--- src/rtl/mp_mac_pkg.sv ---
// Shared types and defaults for the mixed-precision MAC accumulator.
package mp_mac_pkg;

   localparam int ACC_W_DEF = 32;
   localparam int LO_W_DEF  = 12;
   localparam int PROD_W    = 34;

   // Signed product as delivered by the 17x17 multiplier stage.
   typedef logic signed [PROD_W-1:0] prod_t;

   // Controller states.
   typedef enum logic [1:0] {
      ST_IDLE  = 2'd0,
      ST_ACCUM = 2'd1,
      ST_DONE  = 2'd2
   } state_e;

endpackage

--- src/rtl/mp_mac_lane.sv ---
// One accumulator lane: adds a sign-extended product term to the running sum.
// With MP_MAC_SAT_EN defined, the sum is formed with three guard bits and
// clamped to the signed ACC_W range, and 'clamp' reports a clamp event.
// Without it, the sum wraps modulo 2^ACC_W and 'clamp' is always 0.
module mp_mac_lane
   import mp_mac_pkg::*;
#(
   parameter int ACC_W = ACC_W_DEF
) (
   input  logic [ACC_W-1:0] acc,
   input  prod_t            addend,
   output logic [ACC_W-1:0] sum,
   output logic             clamp
);

   // Wide enough for ACC_W plus three guard bits and for the full product term.
   localparam int SUM_W = (ACC_W + 3 > PROD_W + 1) ? (ACC_W + 3) : (PROD_W + 1);

   logic signed [SUM_W-1:0] acc_ext_s;
   logic signed [SUM_W-1:0] add_ext_s;
   logic signed [SUM_W-1:0] wide_s;

   assign acc_ext_s = {{(SUM_W-ACC_W){acc[ACC_W-1]}}, acc};
   assign add_ext_s = {{(SUM_W-PROD_W){addend[PROD_W-1]}}, addend};
   assign wide_s    = acc_ext_s + add_ext_s;

`ifdef MP_MAC_SAT_EN
   localparam logic signed [SUM_W-1:0] MAX_S = {{(SUM_W-ACC_W+1){1'b0}}, {(ACC_W-1){1'b1}}};
   localparam logic signed [SUM_W-1:0] MIN_S = {{(SUM_W-ACC_W+1){1'b1}}, {(ACC_W-1){1'b0}}};

   // Clamp the wide sum into the signed lane range and flag any clamp.
   always_comb begin
      sum   = wide_s[ACC_W-1:0];
      clamp = 1'b0;
      if (wide_s > MAX_S) begin
         sum   = {1'b0, {(ACC_W-1){1'b1}}};
         clamp = 1'b1;
      end else if (wide_s < MIN_S) begin
         sum   = {1'b1, {(ACC_W-1){1'b0}}};
         clamp = 1'b1;
      end else begin
         sum   = wide_s[ACC_W-1:0];
         clamp = 1'b0;
      end
   end
`else
   // Guard bits are deliberately discarded: the lane wraps.
   logic unused_s;
   assign unused_s = ^wide_s[SUM_W-1:ACC_W];
   assign sum      = wide_s[ACC_W-1:0];
   assign clamp    = 1'b0;
`endif

endmodule

--- src/rtl/mp_mac_accum.sv ---
// Mixed-precision MAC accumulator: sums a programmed number of 34-bit signed
// products into two lanes. Normal mode adds the full product into the low
// lane; packed mode splits each product into a LO_W-bit low field and the
// remaining high field and accumulates both in the same cycle.
// Optional feature macro: MP_MAC_SAT_EN (saturating lanes with sticky ovf_o).
module mp_mac_accum
   import mp_mac_pkg::*;
#(
   parameter int ACC_W = ACC_W_DEF,
   parameter int LO_W  = LO_W_DEF
) (
   input  logic             clk_i,
   input  logic             rst_i,
   input  logic             start_i,
   input  logic [7:0]       count_i,
   input  logic             packed_i,
   input  logic             prod_valid_i,
   output logic             prod_ready_o,
   input  logic [33:0]      prod_i,
   output logic             res_valid_o,
   input  logic             res_ready_i,
   output logic [ACC_W-1:0] res_lo_o,
   output logic [ACC_W-1:0] res_hi_o,
   output logic             busy_o,
   output logic             ovf_o
);

   state_e           state_r;
   logic [7:0]       cnt_r;
   logic             packed_r;
   logic [ACC_W-1:0] lo_r;
   logic [ACC_W-1:0] hi_r;
   logic             ovf_r;

   prod_t            lo_add_s;
   prod_t            hi_add_s;
   logic [ACC_W-1:0] lo_sum_s;
   logic [ACC_W-1:0] hi_sum_s;
   logic             lo_clamp_s;
   logic             hi_clamp_s;

   // Select the per-lane addends from the incoming product for the latched mode.
   always_comb begin
      lo_add_s = prod_i;
      hi_add_s = {PROD_W{1'b0}};
      if (packed_r) begin
         lo_add_s = {{(PROD_W-LO_W){prod_i[LO_W-1]}}, prod_i[LO_W-1:0]};
         hi_add_s = {{LO_W{prod_i[PROD_W-1]}}, prod_i[PROD_W-1:LO_W]};
      end else begin
         lo_add_s = prod_i;
         hi_add_s = {PROD_W{1'b0}};
      end
   end

   mp_mac_lane #(.ACC_W(ACC_W)) u_lane_lo (
      .acc    (lo_r),
      .addend (lo_add_s),
      .sum    (lo_sum_s),
      .clamp  (lo_clamp_s)
   );

   mp_mac_lane #(.ACC_W(ACC_W)) u_lane_hi (
      .acc    (hi_r),
      .addend (hi_add_s),
      .sum    (hi_sum_s),
      .clamp  (hi_clamp_s)
   );

   // Run controller: start/latch in IDLE, accumulate accepted products, hold result in DONE.
   always_ff @(posedge clk_i or posedge rst_i) begin
      if (rst_i) begin
         state_r  <= ST_IDLE;
         cnt_r    <= 8'd0;
         packed_r <= 1'b0;
         lo_r     <= {ACC_W{1'b0}};
         hi_r     <= {ACC_W{1'b0}};
         ovf_r    <= 1'b0;
      end else begin
         case (state_r)
            ST_IDLE: begin
               if (start_i) begin
                  lo_r     <= {ACC_W{1'b0}};
                  hi_r     <= {ACC_W{1'b0}};
                  ovf_r    <= 1'b0;
                  cnt_r    <= count_i;
                  packed_r <= packed_i;
                  state_r  <= (count_i == 8'd0) ? ST_DONE : ST_ACCUM;
               end
            end
            ST_ACCUM: begin
               if (prod_valid_i) begin
                  lo_r  <= lo_sum_s;
                  hi_r  <= hi_sum_s;
                  ovf_r <= ovf_r | lo_clamp_s | hi_clamp_s;
                  cnt_r <= cnt_r - 8'd1;
                  if (cnt_r == 8'd1) begin
                     state_r <= ST_DONE;
                  end
               end
            end
            ST_DONE: begin
               if (res_ready_i) begin
                  state_r <= ST_IDLE;
               end
            end
            default: begin
               state_r <= ST_IDLE;
            end
         endcase
      end
   end

   // Outputs decode directly from registered state, so they are glitch-free.
   assign prod_ready_o = (state_r == ST_ACCUM);
   assign res_valid_o  = (state_r == ST_DONE);
   assign busy_o       = (state_r != ST_IDLE);
   assign res_lo_o     = lo_r;
   assign res_hi_o     = hi_r;
   assign ovf_o        = ovf_r;

endmodule

--- config.mk ---
export PLATFORM = sky130hd
export DESIGN_NAME = mp_mac_accum
export DESIGN_NICKNAME = d
export VERILOG_FILES = /design/src/rtl/mp_mac_pkg.sv /design/src/rtl/mp_mac_lane.sv /design/src/rtl/mp_mac_accum.sv
export SDC_FILE = /design/constraint.sdc
export NUM_CORES = 1
export LEC_CHECK = 0
export CORE_ASPECT_RATIO = 0.75
export CORE_MARGIN = 8
export CORE_UTILIZATION = 45
export CTS_CLUSTER_DIAMETER = 60
export DETAILED_ROUTE_END_ITERATION = 12
export PLACE_DENSITY_LB_ADDON = 0.05
export SLEW_MARGIN = 5
export SYNTH_ARGS = -nofsm -noshare
export SYNTH_HDL_FRONTEND = slang
export SYNTH_SLANG_ARGS = --single-unit
export TNS_END_PERCENT = 100
--- constraint.sdc ---
create_clock -name clk_i -period 7.46 [get_ports clk_i]
set_input_delay 0.746 -clock clk_i [delete_from_list [all_inputs] [get_ports clk_i]]
set_output_delay 0.746 -clock clk_i [all_outputs]
set_load 0.005 [all_outputs]
==> out/qor.csv, run 1 <==
metric;value;unit
share of power burned in registers;22.7;%
Starting DRT DRC Count;500;
Worst Hold End;cnt_r[4]$_DFFE_PP0P_;
hold wc startpoint;cnt_r[4]$_DFFE_PP0P_;
DRT Pass-1 Iters;5;
first-pass GRT wire length;32200;µm
Final Skew;10.6;ps
final setup fails;0;
Slowest cell on crit path;nand2_1;
Layout Cells excl Fill;1115;
Die W;155;µm
Register-to-Register Path Depth;13;
Avg WL per Cell;18.1;µm
clk_lat worst skew;350;ps
Cells on Worst Hold Path;2;
Final Power;3.34;mW
gr usage total;21.5;%
ANT cells;0;
R2R setup slack;3660;ps
Yosys cell types;77;
Leak;3.59;nW
Inserted Clock Buffers;9;
Post-Synthesis Mean Instance Area;8.00;µm²
Max-Slew Margin vs Limit;31.4;%
net switching power;1.53;mW
Sw Share;45.9;%
Post-synth EDFFs;0;
# clock sinks;75;
run status;finished clean;
vias per cell;5.78;
final cycle utilization of the critical path;52.6;%
nets;1016;
placed wire-length estimate;15000;µm
Final Max Slew Viols;0;
DRC Markers;0;
Core Box Area;14300;µm²
Yosys warning count;0;
Min-Delay Path Class;reg2reg;
dominant cell type by area after synthesis;dfrtp_1;
Crit Path Class;in2reg;
Seq/Total Area, Yosys;28.8;%
top post-synthesis cells by area;dfrtp_1 (29%), ha_1 (11%), o21ai_0 (6.1%);
share of cells above drive strength 1;5.36;%
synthesized instance count;814;
initial antenna violation count;0;
reg2reg start;packed_r$_DFFE_PP0P_;
Crit Path Max Fanout;20;
post-synthesis net count;920;
largest net degree at the start of global routing;76;
CTS tree;done;
hold buffers post-CTS;0;
Worst Setup End Kind;flop;
CTS root buf;clkbuf_16;
antenna-violating nets left;0;
crit start category;input pin;
Port Buffers;114;
via count;6447;
unrepaired setup endpoints after global routing;no;
CTS clk-pin slew, worst paths;60;ps
Top Ports;116;
Seq cells post-synth;75;
Max stage delay on crit path;500;ps
Initial Util;45.5;%
Setup TNS;0;ps
Peak VDD IR;0.268;mV
Die Y;120;µm
ys flop type;dfrtp_1;
Logic pwr share;63.3;%
fmax;0.255;GHz
Least-Margin Pin Slew;1030;ps
setup bufs post-CTS;0;
max cap viols;0;
pwr dens;413;nW/µm²
placed cell count;1099;
critical path required time;7750;ps
Area growth, synth to finish;24.3;%
H-tree Lvls;3;
crit path cell chain;clkdlybuf4s50_1, nand2_1, o21ai_0, ha_1, and3_1, and4_4, a221oi_2, o21ai_1, a222oi_1, a21oi_1, xnor2_1, or3_1, o21ai_2;
reg2reg end;res_lo_o[31]$_DFFE_PP0P_;
total grt overflow;0;
WL final;20100;µm
placer congestion estimate;0.931;
Fin. Hold Viols;0;
Tmin final;3920;ps
Post-synth ARST share;100;%
clock tree buffer depth;2;
internal power;1.81;mW
area share of the largest cell type after synthesis;28.8;%
Syn Std Cell Area;6510;µm²
Post-CTS Resized;0;
crit path DAT;4210;ps
clock power share;14.0;%
Die Area;18600;µm²
Rows;38;
vias in the first global route;6267;
Util after Layout;56.6;%
how the worst max path moves through the flow:
stage | slack [ps] | to | start | cells after the start
global placement | 3330 | res_lo_o[31]$_DFFE_PP0P_ | prod_i[11] | 13
finish | 3540 | res_lo_o[31]$_DFFE_PP0P_ | prod_i[11] | 13
CTS | 3610 | res_lo_o[31]$_DFFE_PP0P_ | prod_i[11] | 13
detailed placement | 3240 | res_lo_o[31]$_DFFE_PP0P_ | prod_i[11] | 13
floorplan | 4010 | res_lo_o[31]$_DFFE_PP0P_ | prod_i[11] | 14
global route | 3210 | res_lo_o[31]$_DFFE_PP0P_ | prod_i[11] | 13
critical path: cells and delay by family:
| kind | cells | cell delay, ps |
|---|---|---|
| adder cells (fa/ha/maj) | 1 | 410 |
| XOR/XNOR | 1 | 150 |
| AO/OA/AOI/OAI | 6 | 1140 |
| AND/OR/NAND/NOR | 4 | 1330 |
| buffers and inverters | 1 | 430 |
layout by cell type, fill, tap and decap left out, types with 22 or more instances in the layout:
cell type / count
clkdlybuf4s50_1: 114
nand2_1: 103
o21ai_0: 80
dfrtp_1: 75
a21oi_1: 64
ha_1: 56
nor2_1: 50
inv_1: 42
and2_1: 25
xor2_1: 24
o21ai_1: 24
xnor2_1: 22
state kept, by name (all words and copies together) (netlist names):
| name | count |
|---|---|
| cnt_r | 8 |
| res_hi_o | 32 |
| state_r | 2 |
| res_lo_o | 32 |
| packed_r | 1 |
synth_stat cells, drive strengths merged, types with 6 or more instances:
master,instances
nor3,20
a22oi,8
o21a,6
clkbuf,23
inv,44
ha,56
nand3,20
and2,26
dfrtp,75
a21o,19
or3,6
buf,11
a22o,9
xnor2,22
o31ai,6
o211ai,12
nor2,51
a21oi,67
a211oi,7
o21ai,106
a31oi,10
xor2,24
nor2b,9
nand2,104
nand2b,6
logic make-up after synthesis:
logic type	Yosys count	share of synthesized area [%]
other cells	1	0.0576
fa+ha+maj	58	11.4
simple gates	265	19.4
mux	7	1.11
flops	75	28.8
xor+xnor	46	6.19
compound gates	284	28.2
buf+inv	78	4.86
power groups by stage:
stage	registers (mW)	clock network (mW)	logic (mW)
floorplan	0.715	0	1.46
global placement	0.756	0	2.06
detailed placement	0.761	0	2.10
CTS	0.755	0.479	2.11
global route	0.784	0.492	2.35
finish	0.757	0.469	2.12
area by class of cell:
type / count / area (µm²)
clock buffers: 15 / 278
multi-input cells: 661 / 4320
well taps: 200 / 250
fillers: 1348 / 6210
inverters: 44 / 165
repair buffers: 119 / 1180
clock inverters: 1 / 30.0
flip-flops and latches: 75 / 1880
layer usage:
metal  up-vias  GRT usage (%)  routed length [µm]
met2       193           32.4                8500
met1      3090           30.1               10100
met3        23           5.35                1260
met5         -              0                   0
li1       3141              -                   -
met4         0           5.98                 314
stage by stage:
step                      worst slack (ps)  area (µm²)  hold slack (ps)
after CTS                             3610        8100              498
after global routing                  3210        8100              536
after global placement                3330        7790              473
final                                 3540        8100              495
after detailed placement              3240        7790              485
after floorplan                       4010        6510              450
No activity file was read; power rests on OpenSTA's default activity.
==> inputs of run 2 (changes only) <==
==> constraint.sdc (replaced) <==
create_clock -name clk_i -period 3.48 [get_ports clk_i]
set_input_delay 0.348 -clock clk_i [delete_from_list [all_inputs] [get_ports clk_i]]
set_output_delay 0.348 -clock clk_i [all_outputs]
set_load 0.005 [all_outputs]
==> run 2 against run 1 <==
Sequential power grew 120%. Largest power group unchanged. Largest cell class unchanged. Combinational power is 120% higher. Final area rose by 1.7%. Register-to-register slack got worse by 3300 ps. Via count rose by 1.2%. Clock power grew 100%. Cell count up 1.6%. First-iteration DRC count increased by 19%. Clock skew decreased by 4.8 ps.
==> out/qor.csv, run 2 (synthesis results as in run 1) <==
metric;value;unit
run status;finished clean;
number of fill cells;1291;
hold buffers post-CTS;0;
global routing usage on met1;30.9;%
Fin. Hold Viols;0;
met3 Resource Use GR;5.06;%
register area;1880;µm²
setup bufs post-CTS;0;
reg2reg start;packed_r$_DFFE_PP0P_;
via count;6525;
clock tree buffer depth;2;
critical path required time;3760;ps
Initial Util;45.5;%
fmax;0.318;GHz
Tmin final;3150;ps
commonest non-fill, non-tap cell in the layout;clkdlybuf4s50_1;
# clock sinks;75;
final worst setup slack;335;ps
vias in the first global route;6294;
largest net degree at the start of global routing;61;
reg2reg end;res_lo_o[31]$_DFFE_PP0P_;
Die Y;120;µm
Post-CTS Resized;0;
worst path bufs/invs;1;
Worst Setup End Kind;flop;
CTS root buf;clkbuf_16;
commonest non-fill, non-tap cells in the layout;clkdlybuf4s50_1 (114), nand2_1 (103), o21ai_0 (80), dfrtp_1 (75), a21oi_1 (64);
share of cells above drive strength 1;7.18;%
Util after Layout;57.5;%
Least-Margin Pin Slew;782;ps
DRT Pass-1 Iters;6;
max cap viols;0;
WL final;20200;µm
nets;1035;
Die Area;18600;µm²
Final Skew;5.75;ps
capture point of the critical path;res_lo_o[31]$_DFFE_PP0P_;
hold slack final;307;ps
Final Cell Area;8240;µm²
Starting DRT DRC Count;597;
Core Box Area;14300;µm²
crit start category;flop;
final cycle utilization of the critical path;90.4;%
crit path DAT;3420;ps
unrepaired setup endpoints after global routing;no;
Port Buffers;114;
clk_lat worst skew;340;ps
Final Max Slew Viols;0;
ANT cells;0;
Crit Path Max Fanout;27;
Avg WL per Cell;17.8;µm
delay-heaviest family, CP;compound AO/OA/AOI/OAI gates;
Rows;38;
Peak VDD IR;0.445;mV
vias per cell;5.76;
H-tree Lvls;3;
Area growth, synth to finish;26.4;%
final setup fails;0;
CTS clk-pin slew, worst paths;60;ps
Slowest cell on crit path;dfrtp_1;
placer congestion estimate;0.919;
total grt overflow;0;
Setup TNS;0;ps
met2 Use GR;32.5;%
grt peak-use layer;met2;
Top Ports;116;
multi-input combinational cell area;4320;µm²
antenna-violating nets left;0;
crit path cell chain;buf_4, o21ai_0, ha_1, and4_1, and4_4, a221oi_2, o21ai_1, a222oi_1, a21oi_1, xnor2_1, or3_1, o21ai_2;
Layout Cells excl Fill;1133;
Inserted Clock Buffers;9;
Min-Delay Path Class;in2async;
Leak;3.68;nW
first-pass GRT wire length;32900;µm
initial antenna violation count;0;
Crit. path cell count;12;
Final Power;7.29;mW
DRC Markers;0;
Die W;155;µm
R2R setup slack;330;ps
placed wire-length estimate;15400;µm
gr usage total;21.8;%
Max stage delay on crit path;440;ps
crit path from;packed_r$_DFFE_PP0P_;
CTS tree;done;
DP Area;7960;µm²
Crit Path Class;reg2reg;
Max-Slew Margin vs Limit;47.9;%
pwr dens;885;nW/µm²
Register-to-Register Path Depth;12;
placed cell count;1118;
Setup WS pre-CTS;67.1;ps
## run 2: changes by cell type in the layout (fill, tap and decap cells not counted), sizes merged
| cell | previous run | this run |
|---|---|---|
| buf | 5 | 24 |
| clkbuf | 15 | 12 |
| clkinv | 0 | 2 |
## run 2: worst register-to-register path: stages, from the launching register on
cell and delay, ps:
dfrtp_1 440, buf_4 240, o21ai_0 240, ha_1 290, and4_1 250, and4_4 200, a221oi_2 210, o21ai_1 130
a222oi_1 390, a21oi_1 140, xnor2_1 160, or3_1 330, o21ai_2 60
## run 2: final cells by class
| cell class | count | share of cell area (%) |
|---|---|---|
| multi-input cells | 661 | 52.5 |
| flip-flops and latches | 75 | 22.8 |
| repair buffers | 138 | 16.3 |
| well taps | 200 | 3.04 |
| clock buffers | 12 | 2.87 |
| inverters | 44 | 2.01 |
| clock inverters | 3 | 0.486 |
## run 2: how the worst min path moves through the flow
stage	to	slack (ps)	start
5_1_grt	res_hi_o[29]$_DFFE_PP0P_	360	rst_i
2_1_floorplan	cnt_r[7]$_DFFE_PP0P_	450	cnt_r[7]$_DFFE_PP0P_
3_5_place_dp	cnt_r[7]$_DFFE_PP0P_	480	cnt_r[7]$_DFFE_PP0P_
6_report	res_hi_o[29]$_DFFE_PP0P_	310	rst_i
4_1_cts	res_hi_o[29]$_DFFE_PP0P_	320	rst_i
3_3_place_gp	cnt_r[7]$_DFFE_PP0P_	470	cnt_r[7]$_DFFE_PP0P_
## run 2: power by group
part / internal, mW / leakage, nW / switching (mW)
registers: 1.23 / 0.978 / 0.403
clock network: 0.551 / 0.136 / 0.391
logic: 2.17 / 2.56 / 2.53
## run 2: routing by layer
metal	routed length, µm	up-vias
met4	327	0
li1	-	3160
met3	1580	20
met1	9730	3096
met5	0	-
met2	8560	249
